`src/rtl/uart_reg_bank_if.sv`:
```
// CPU-side register port for the UART CSR bank.
// Single-cycle request, response exactly one cycle later.
interface uart_reg_bank_if #(
  parameter int ADDR_WIDTH = 3,
  parameter int REG_WIDTH  = 32
);
  logic                   req;
  logic                   we;
  logic [ADDR_WIDTH-1:0]  addr;
  logic [REG_WIDTH/8-1:0] be;
  logic [REG_WIDTH-1:0]   wdata;
  logic                   ack;
  logic                   err;
  logic [REG_WIDTH-1:0]   rdata;

  modport master (
    output req, we, addr, be, wdata,
    input  ack, err, rdata
  );

  modport slave (
    input  req, we, addr, be, wdata,
    output ack, err, rdata
  );
endinterface

```
`src/rtl/uart_reg_bank.sv`:
```
// Multi-register UART CSR bank with per-bit access types,
// sticky event inputs and a registered interrupt request.
module uart_reg_bank #(
  parameter int NUM_REGS   = 4,
  parameter int REG_WIDTH  = 32,
  parameter int ADDR_WIDTH = 3,
  parameter logic [NUM_REGS*REG_WIDTH-1:0]
    RW_PATTERN     = '0,
  parameter logic [NUM_REGS*REG_WIDTH-1:0]
    RC_PATTERN     = '0,
  parameter logic [NUM_REGS*REG_WIDTH-1:0]
    W1C_PATTERN    = '0,
  parameter logic [NUM_REGS*REG_WIDTH-1:0]
    PERIPH_PATTERN = '0,
  parameter logic [NUM_REGS*REG_WIDTH-1:0]
    RESET_VALUE    = '0,
  parameter int IRQ_STAT_IDX = 0,
  parameter int IRQ_EN_IDX   = 1
) (
  input  logic clk_i,
  input  logic rst_ni,
  uart_reg_bank_if.slave cpu,
  input  logic [NUM_REGS-1:0] periph_we_i,
  input  logic [NUM_REGS*REG_WIDTH-1:0]
    periph_wdata_i,
  input  logic [NUM_REGS*REG_WIDTH-1:0]
    periph_set_i,
  output logic [NUM_REGS*REG_WIDTH-1:0]
    regs_o,
  output logic irq_o
);

  localparam int NB = REG_WIDTH / 8;
  localparam int TW = NUM_REGS * REG_WIDTH;
  localparam logic [31:0] NR = NUM_REGS;

  logic [TW-1:0]        q;
  logic [TW-1:0]        d;
  logic [31:0]          addr_x;
  logic                 hit;
  logic                 sel;
  logic [REG_WIDTH-1:0] mask;
  logic [REG_WIDTH-1:0] cur;
  logic [REG_WIDTH-1:0] nxt;
  logic [REG_WIDTH-1:0] rsel;
  logic [REG_WIDTH-1:0] wm;

  assign addr_x = 32'(cpu.addr);
  assign hit    = cpu.req && (addr_x < NR);
  assign regs_o = q;

  // Apply lowest priority first so later steps override.
  always_comb begin
    mask = '0;
    d    = q;
    rsel = '0;
    cur  = '0;
    nxt  = '0;
    sel  = 1'b0;
    wm   = '0;
    for (int i = 0; i < NB; i++)
      mask[i*8 +: 8] = {8{cpu.be[i]}};
    for (int r = 0; r < NUM_REGS; r++) begin
      cur = q[r*REG_WIDTH +: REG_WIDTH];
      nxt = cur;
      sel = hit && (addr_x == 32'(r));
      if (sel)
        rsel = cur;
      if (sel && !cpu.we)
        nxt &= ~RC_PATTERN[r*REG_WIDTH +: REG_WIDTH];
      if (periph_we_i[r]) begin
        wm  = PERIPH_PATTERN[r*REG_WIDTH +: REG_WIDTH];
        nxt = (nxt & ~wm)
            | (periph_wdata_i[r*REG_WIDTH +: REG_WIDTH] & wm);
      end
      if (sel && cpu.we) begin
        wm  = RW_PATTERN[r*REG_WIDTH +: REG_WIDTH] & mask;
        nxt = (nxt & ~wm) | (cpu.wdata & wm);
        wm  = W1C_PATTERN[r*REG_WIDTH +: REG_WIDTH] & mask;
        nxt &= ~(wm & cpu.wdata);
      end
      nxt |= periph_set_i[r*REG_WIDTH +: REG_WIDTH];
      d[r*REG_WIDTH +: REG_WIDTH] = nxt;
    end
  end

  always_ff @(posedge clk_i) begin
    if (!rst_ni) begin
      q         <= RESET_VALUE;
      cpu.ack   <= 1'b0;
      cpu.err   <= 1'b0;
      cpu.rdata <= '0;
      irq_o     <= 1'b0;
    end else begin
      q       <= d;
      cpu.ack <= cpu.req;
      cpu.err <= cpu.req && !hit;
      if (cpu.req && (!cpu.we || !hit))
        cpu.rdata <= rsel;
      irq_o <= |(q[IRQ_STAT_IDX*REG_WIDTH +: REG_WIDTH]
               & q[IRQ_EN_IDX*REG_WIDTH +: REG_WIDTH]);
    end
  end

endmodule

```
`src/flat_wrapper.sv`:
```
// flat-port wrapper written by rule: the top's interface ports become plain ports
module uart_reg_bank_flat 
#(
  parameter int NUM_REGS   = 4,
  parameter int REG_WIDTH  = 32,
  parameter int ADDR_WIDTH = 3,
  parameter logic [NUM_REGS*REG_WIDTH-1:0]
    RW_PATTERN     = '0,
  parameter logic [NUM_REGS*REG_WIDTH-1:0]
    RC_PATTERN     = '0,
  parameter logic [NUM_REGS*REG_WIDTH-1:0]
    W1C_PATTERN    = '0,
  parameter logic [NUM_REGS*REG_WIDTH-1:0]
    PERIPH_PATTERN = '0,
  parameter logic [NUM_REGS*REG_WIDTH-1:0]
    RESET_VALUE    = '0,
  parameter int IRQ_STAT_IDX = 0,
  parameter int IRQ_EN_IDX   = 1
)
  (clk_i, rst_ni, periph_we_i, periph_wdata_i, periph_set_i, regs_o, irq_o, cpu_req, cpu_we, cpu_addr, cpu_be, cpu_wdata, cpu_ack, cpu_err, cpu_rdata);
  uart_reg_bank_if #(.ADDR_WIDTH(ADDR_WIDTH), .REG_WIDTH(REG_WIDTH)) cpu_i ();
  input  logic clk_i;
  input  logic rst_ni;
  input  logic [NUM_REGS-1:0] periph_we_i;
  input  logic [NUM_REGS*REG_WIDTH-1:0] periph_wdata_i;
  input  logic [NUM_REGS*REG_WIDTH-1:0] periph_set_i;
  output logic [NUM_REGS*REG_WIDTH-1:0] regs_o;
  output logic irq_o;
  input wire logic [$bits(cpu_i.req)-1:0] cpu_req;
  input wire logic [$bits(cpu_i.we)-1:0] cpu_we;
  input wire logic [$bits(cpu_i.addr)-1:0] cpu_addr;
  input wire logic [$bits(cpu_i.be)-1:0] cpu_be;
  input wire logic [$bits(cpu_i.wdata)-1:0] cpu_wdata;
  output wire logic [$bits(cpu_i.ack)-1:0] cpu_ack;
  output wire logic [$bits(cpu_i.err)-1:0] cpu_err;
  output wire logic [$bits(cpu_i.rdata)-1:0] cpu_rdata;
  assign cpu_i.req = cpu_req;
  assign cpu_i.we = cpu_we;
  assign cpu_i.addr = cpu_addr;
  assign cpu_i.be = cpu_be;
  assign cpu_i.wdata = cpu_wdata;
  assign cpu_ack = cpu_i.ack;
  assign cpu_err = cpu_i.err;
  assign cpu_rdata = cpu_i.rdata;
  uart_reg_bank #(.NUM_REGS(NUM_REGS), .REG_WIDTH(REG_WIDTH), .ADDR_WIDTH(ADDR_WIDTH), .RW_PATTERN(RW_PATTERN), .RC_PATTERN(RC_PATTERN), .W1C_PATTERN(W1C_PATTERN), .PERIPH_PATTERN(PERIPH_PATTERN), .RESET_VALUE(RESET_VALUE), .IRQ_STAT_IDX(IRQ_STAT_IDX), .IRQ_EN_IDX(IRQ_EN_IDX)) u_core (.clk_i(clk_i), .rst_ni(rst_ni), .cpu(cpu_i), .periph_we_i(periph_we_i), .periph_wdata_i(periph_wdata_i), .periph_set_i(periph_set_i), .regs_o(regs_o), .irq_o(irq_o));
endmodule
```
`config.mk`:
```
export PLATFORM = sky130hd
export DESIGN_NAME = uart_reg_bank_flat
export DESIGN_NICKNAME = d
export VERILOG_FILES = /design/src/rtl/uart_reg_bank_if.sv /design/src/rtl/uart_reg_bank.sv /design/src/flat_wrapper.sv
export SDC_FILE = /design/constraint.sdc
export NUM_CORES = 1
export LEC_CHECK = 0
export CAP_MARGIN = 40
export CORE_AREA = 2 2 181 183
export CTS_BUF_LIST = sky130_fd_sc_hd__clkbuf_8 sky130_fd_sc_hd__clkbuf_16
export CTS_CLUSTER_SIZE = 25
export DETAILED_ROUTE_END_ITERATION = 12
export DIE_AREA = 0 0 183 185
export PLACE_DENSITY_LB_ADDON = 0.12
export SYNTH_ARGS = -nofsm -noshare
export SYNTH_HDL_FRONTEND = slang
export SYNTH_SLANG_ARGS = --single-unit
```
`constraint.sdc`:
```
create_clock -name clk_i -period 2.4 [get_ports clk_i]
set_input_delay 0.48 -clock clk_i [delete_from_list [all_inputs] [get_ports clk_i]]
set_output_delay 0.48 -clock clk_i [all_outputs]
set_load 0.005 [all_outputs]
```
-- After elaboration in Yosys (flattened, before gate mapping)
Index checks and enable logic that the tools add are counted.
- register bits: 163
- input port bits: 303
- word-level logic and storage cells: 30
- order comparisons: 1
- eq/ne operators: 3
- muxes and demuxes: 4
- bitwise gates (word level): 5
- reduce and logical (&&, ||, !) cells: 12
- operator list (operator ; count):
    32-bit two-way mux ; 4
    32-bit bitwise OR ; 4
    32-bit AND ; 1
    32-bit zero test ; 1
    32-bit OR reduction ; 1
    1-bit logical AND ; 7
    3-bit by 2-bit equality test with 1-bit output, second input constant ; 2
    3-bit by 1-bit equality test with 1-bit output, second input constant ; 1
    3-bit less-than comparator, second input constant ; 1
    1-bit zero test ; 2
    1-bit logical OR ; 1

-- Longest topological paths before layout
- depth after elaboration: 7
- depth in mapped cells: 6
- depth with buffers taken out: 3

-- Worst setup path before layout
OpenSTA, ideal clock, no wires.
- kind: in2reg
- start point: in cpu_addr[0]
- end point: reg u_core.cpu.rdata[13]
- setup time: 0.119 ns
- arrival time: 1.440 ns
- required time: 2.281 ns
- path slack: 0.842 ns
- cell stages on the path: 6
- buffers on the path: 3
- cell sequence: buf_6 > and4b_1 > buf_6 > buf_6 > a22o_1 > o221a_1
- word-level cells in the longest chain between the ends: 7
- elaborated cells on any way between the ends: 17
- those cells by class: order compare (1); eq/ne (3); mux (4); reduce/logical (9)
- ends and longest elaborated chain (item ; line ; RTL):
    start, declared ; flat_wrapper.sv:31 ; input wire logic [$bits(cpu_i.addr)-1:0] cpu_addr;
    3-bit less-than comparator ; uart_reg_bank.sv:49 ; assign hit = cpu.req && (addr_x < NR);
    1-bit logical AND ; uart_reg_bank.sv:49 ;
    1-bit logical AND ; uart_reg_bank.sv:66 ; sel = hit && (addr_x == 32'(r));
    32-bit two-way mux (4 in series) ; uart_reg_bank.sv:67 ; if (sel)
    end signal, assigned ; uart_reg_bank.sv:99 ; cpu.rdata <= rsel;
    end, declared ; uart_reg_bank_if.sv:23 ; output ack, err, rdata
Several ways; a longest one is shown, not always the timed one.
A chain may end at the register's enable or synchronous reset.

-- Final worst setup path
- start point: reg u_core.q[21], in the netlist u_core.regs_o[21]
- end point: out regs_o[21]
- RTL lines (item ; line ; RTL):
    start, declared ; uart_reg_bank.sv:37 ; logic [TW-1:0] q;
    start signal, assigned ; uart_reg_bank.sv:89 ; q <= RESET_VALUE;
    start signal, assigned ; uart_reg_bank.sv:95 ; q <= d;
    end, declared ; flat_wrapper.sv:27 ; output logic [NUM_REGS*REG_WIDTH-1:0] regs_o;
No word-level cell between the ends.

==> impl_results.md <==
* Detailed Route WL at approximately 26,000 µm
* Residual DRC at 0
* Vias in the first global route at ~5,500
* Register bit total from synthesis at 163
* Count of unique library cells instantiated by Yosys at 31
* Initial antenna violation count at 0
* Hold violation count in the final report at 0
* Initial standard-cell utilization of the core at 0.185
* Switching power of the nets at roughly 1.7 mW
* CTS Root Cell: clkbuf_16
* Clk_lat worst skew at 0.43 ns
* Sum of net half-perimeters after detailed placement at 19,600 µm
* Peak supply drop at 0.443 mV
* Wire length the detailed router placed on met1 at 11,700 µm
* Average cell area after synthesis at 12.1 µm²
* Part of the cycle the worst path needs at 0.823
* Clock Tree Buf Depth at 2
* Slew Viols, Final at 0
* Antenna Violating Nets Remaining at 0
* Met2 wirelength from detailed routing at 11,400 µm
* Worst Hold Margin at between 0.4 and 0.5 ns
* Total met3 wirelength after detailed routing at 2250 µm
* Kind of cell adding the most delay to the critical path: buffers and inverters
* Initial detailed-routing violation count at 221
* PortBufs at roughly 300
* Setup fix buffers added after clock tree synthesis at 0
* Number of instances resized during post-cts repair at 0
* Arr. time, crit path at 1.49 ns
* Crit path largest cell delay at 0.58 ns
* Kind of end point of the critical path: output pin
* Final setup violation count at 0
* Final core utilization at 0.313
* Dominant cell type by area after synthesis: dfxtp_1
* Number of antenna repair diodes at 0
* Fraction of final layout cells sized beyond drive strength 1 at 0.0983
* Total global-route track usage at 0.151
* Mapped Area at 5930 µm²
* Number of H-tree branching levels at 4
* Synth-to-layout area growth at 69.1%
* Pint at approximately 5.4 mW
* Nets in the synthesized netlist at around 790
* Transition at the pin with the smallest max-transition slack at 0.645 ns
* TritonCTS Sinks at 163
* Switching fraction of total power at 0.244
* Area of the die at 33,900 µm²
* RSZ-0062 raised after global routing: false
* Placement Rows at 66
* Critical path class: reg2out
* Aggregate global routing overflow at 0
* Setup TNS Final at 0 ns
* Seq/Total Area, Yosys at 0.550
* Worst-case clock skew at between 0.01 and 0.015 ns
* Horiz. Die Dim at 183 µm
* Largest net degree at the start of global routing at 70
* Combinational cell fraction of total power at 0.152
* Number of I/O pins at 466
* Largest fanout of any net on the critical path at 4
* Slowest stage cell, crit path: clkdlybuf4s50_1
* Core area at 32,000 µm²
* Power density over the cells at 713 nW/µm²
* Cell leakage power at 3.67 nW
* First-pass detailed-route iteration total at 4
* Max-cap violations at 0
* Crit path buf inv count at 1
* Biggest area contributors in the synthesized netlist: dfxtp_1 (55%), o21a_1 (16%), mux4_2 (4.9%), mux2i_1 (3.2%), a22o_1 (2.7%)
* Final estimated routing congestion in global placement at 0.758
* Kind of start point of the critical path: flip-flop
* Via-per-instance ratio at 4.28
* Post-cts hold buffer count at 0
* Wire length per cell after detailed routing at 21.2 µm
* Clock transition time at the flip-flop clock pins of the worst setup and hold paths at roughly 0.070 ns
* Relative contribution of the clock network to total power at 0.417
* Die extent in y at 185 µm
* Wire length of the first global-routing pass at between 30,000 and 40,000 µm
* Num CTS Buffers at 17
* Fin nets at 1,095
* Worst min-delay path category: in2reg
* Slew headroom at 0.570
* Area share of the leading cell type in the synthesized netlist at 0.550
* Number of warnings issued by yosys at 0
* Final period demand of the worst path at 1.97 ns
* List of cells traversed by the critical path: clkdlybuf4s50_1
* Status: finished, final reports clean
* Maximum clock frequency at between 0.5 and 0.6 GHz
* Part of the total power dissipated in sequential elements at 0.431
* Data required time of the critical path at around 1.9 ns
* Clock tree from TritonCTS: built
* Top routing layer in use: met4
* DR vias at 5,189
* Gate count after technology mapping at 491
-- through the flow --
step	cells	setup WS, ns	area (µm²)	total power [mW]
global placement	1181	0.192	9400	4.24
global route	1212	0.357	10000	7.49
detailed placement	1181	0.195	9400	4.24
CTS	1212	0.382	10000	7.30
floorplan	491	0.842	5930	3.43
finish	1212	0.426	10000	7.14
-- worst paths after layout --
| path | startpoint | endpoint | slack (ns) | cells past startpoint |
|---|---|---|---|---|
| setup / recovery | u_core.regs_o[21] | regs_o[21] | 0.43 | 1 |
| hold / removal | rst_ni | u_core.regs_o[126] | 0.44 | 2 |
| setup reg to reg | u_core.regs_o[58] | u_core.irq_o | 0.51 | 3 |
| hold reg to reg | u_core.cpu.rdata[30] | u_core.cpu.rdata[30] | 0.47 | 2 |
-- cell usage in the layout (no fill, tap or decap) --
cell and count:
clkdlybuf4s50_1 294, dfxtp_1 163, o21a_1 129, buf_4 21, mux2i_1 19, o311ai_0 18, a22o_1 18, clkbuf_16 17
a22oi_1 16, nand2_1 15, o21ai_0 14, mux4_2 13, o221a_1 10, o221a_2 8, a21boi_0 7, a21boi_1 6
nand4_1 4, bufinv_16 4, inv_1 3, clkbuf_8 3, clkinvlp_4 3, buf_12 3, clkinv_2 2, buf_2 2
nor3b_2 1, and4b_1 1, nor2b_1 1, and2b_1 1, nor2_4 1, o32ai_1 1, nand2b_1 1, and4bb_1 1
and2_1 1, and3_1 1, o41a_1 1, buf_6 1
-- cell families (layout without fill, tap and decap cells) --
kind of cell / count (synthesis) / in the layout / synth area share
flops: 163 / 163 / 0.550
buf+inv: 40 / 353 / 0.0384
simple gates: 28 / 28 / 0.0270
compound gates: 228 / 228 / 0.303
mux: 32 / 32 / 0.0815
-- Yosys cell counts, drive strengths merged --
library cell and number:
o221a 18, o32ai 1, mux4 13, nand2 15, and2 1, nor2b 1
buf 14, nand2b 1, dfxtp 163, nor3b 1, a22o 18, and4b 1
clkbuf 25, and2b 1, o41a 1, mux2i 19, inv 1, nand4 4
o21ai 14, a21boi 13, o311ai 18, and3 1, and4bb 1, o21a 129
a22oi 16, nor2 1
-- layer usage --
| metal | global-route usage | vias to the layer above |
|---|---|---|
| met1 | 0.195 | 2491 |
| met4 | 0.0413 | 0 |
| met2 | 0.236 | 198 |
| met5 | 0 | - |
| li1 | - | 2484 |
| met3 | 0.0552 | 16 |
-- registers in the layout (all words and copies together), names as in the netlist --
signal / cells
u_core.cpu.ack: 1
u_core.cpu.err: 1
u_core.cpu.rdata: 32
u_core.irq_o: 1
u_core.regs_o: 128
-- power groups by stage --
stage	logic, mW	clock network (mW)	registers [mW]
5_1_grt	1.17	3.21	3.11
4_1_cts	1.11	3.11	3.09
3_3_place_gp	1.10	0	3.14
2_1_floorplan	0.338	0	3.09
3_5_place_dp	1.10	0	3.15
6_report	1.08	2.98	3.08
-- layout make-up --
type / count / area, µm²
clock buffer: 20 / 467
clock inverter: 11 / 160
fill: 3289 / 22000
inverter: 1 / 3.75
multi-input combinational: 288 / 2440
sequential: 163 / 3260
tap: 408 / 510
timing repair buffer: 321 / 3180
No activity file was read; power rests on OpenSTA's default activity.
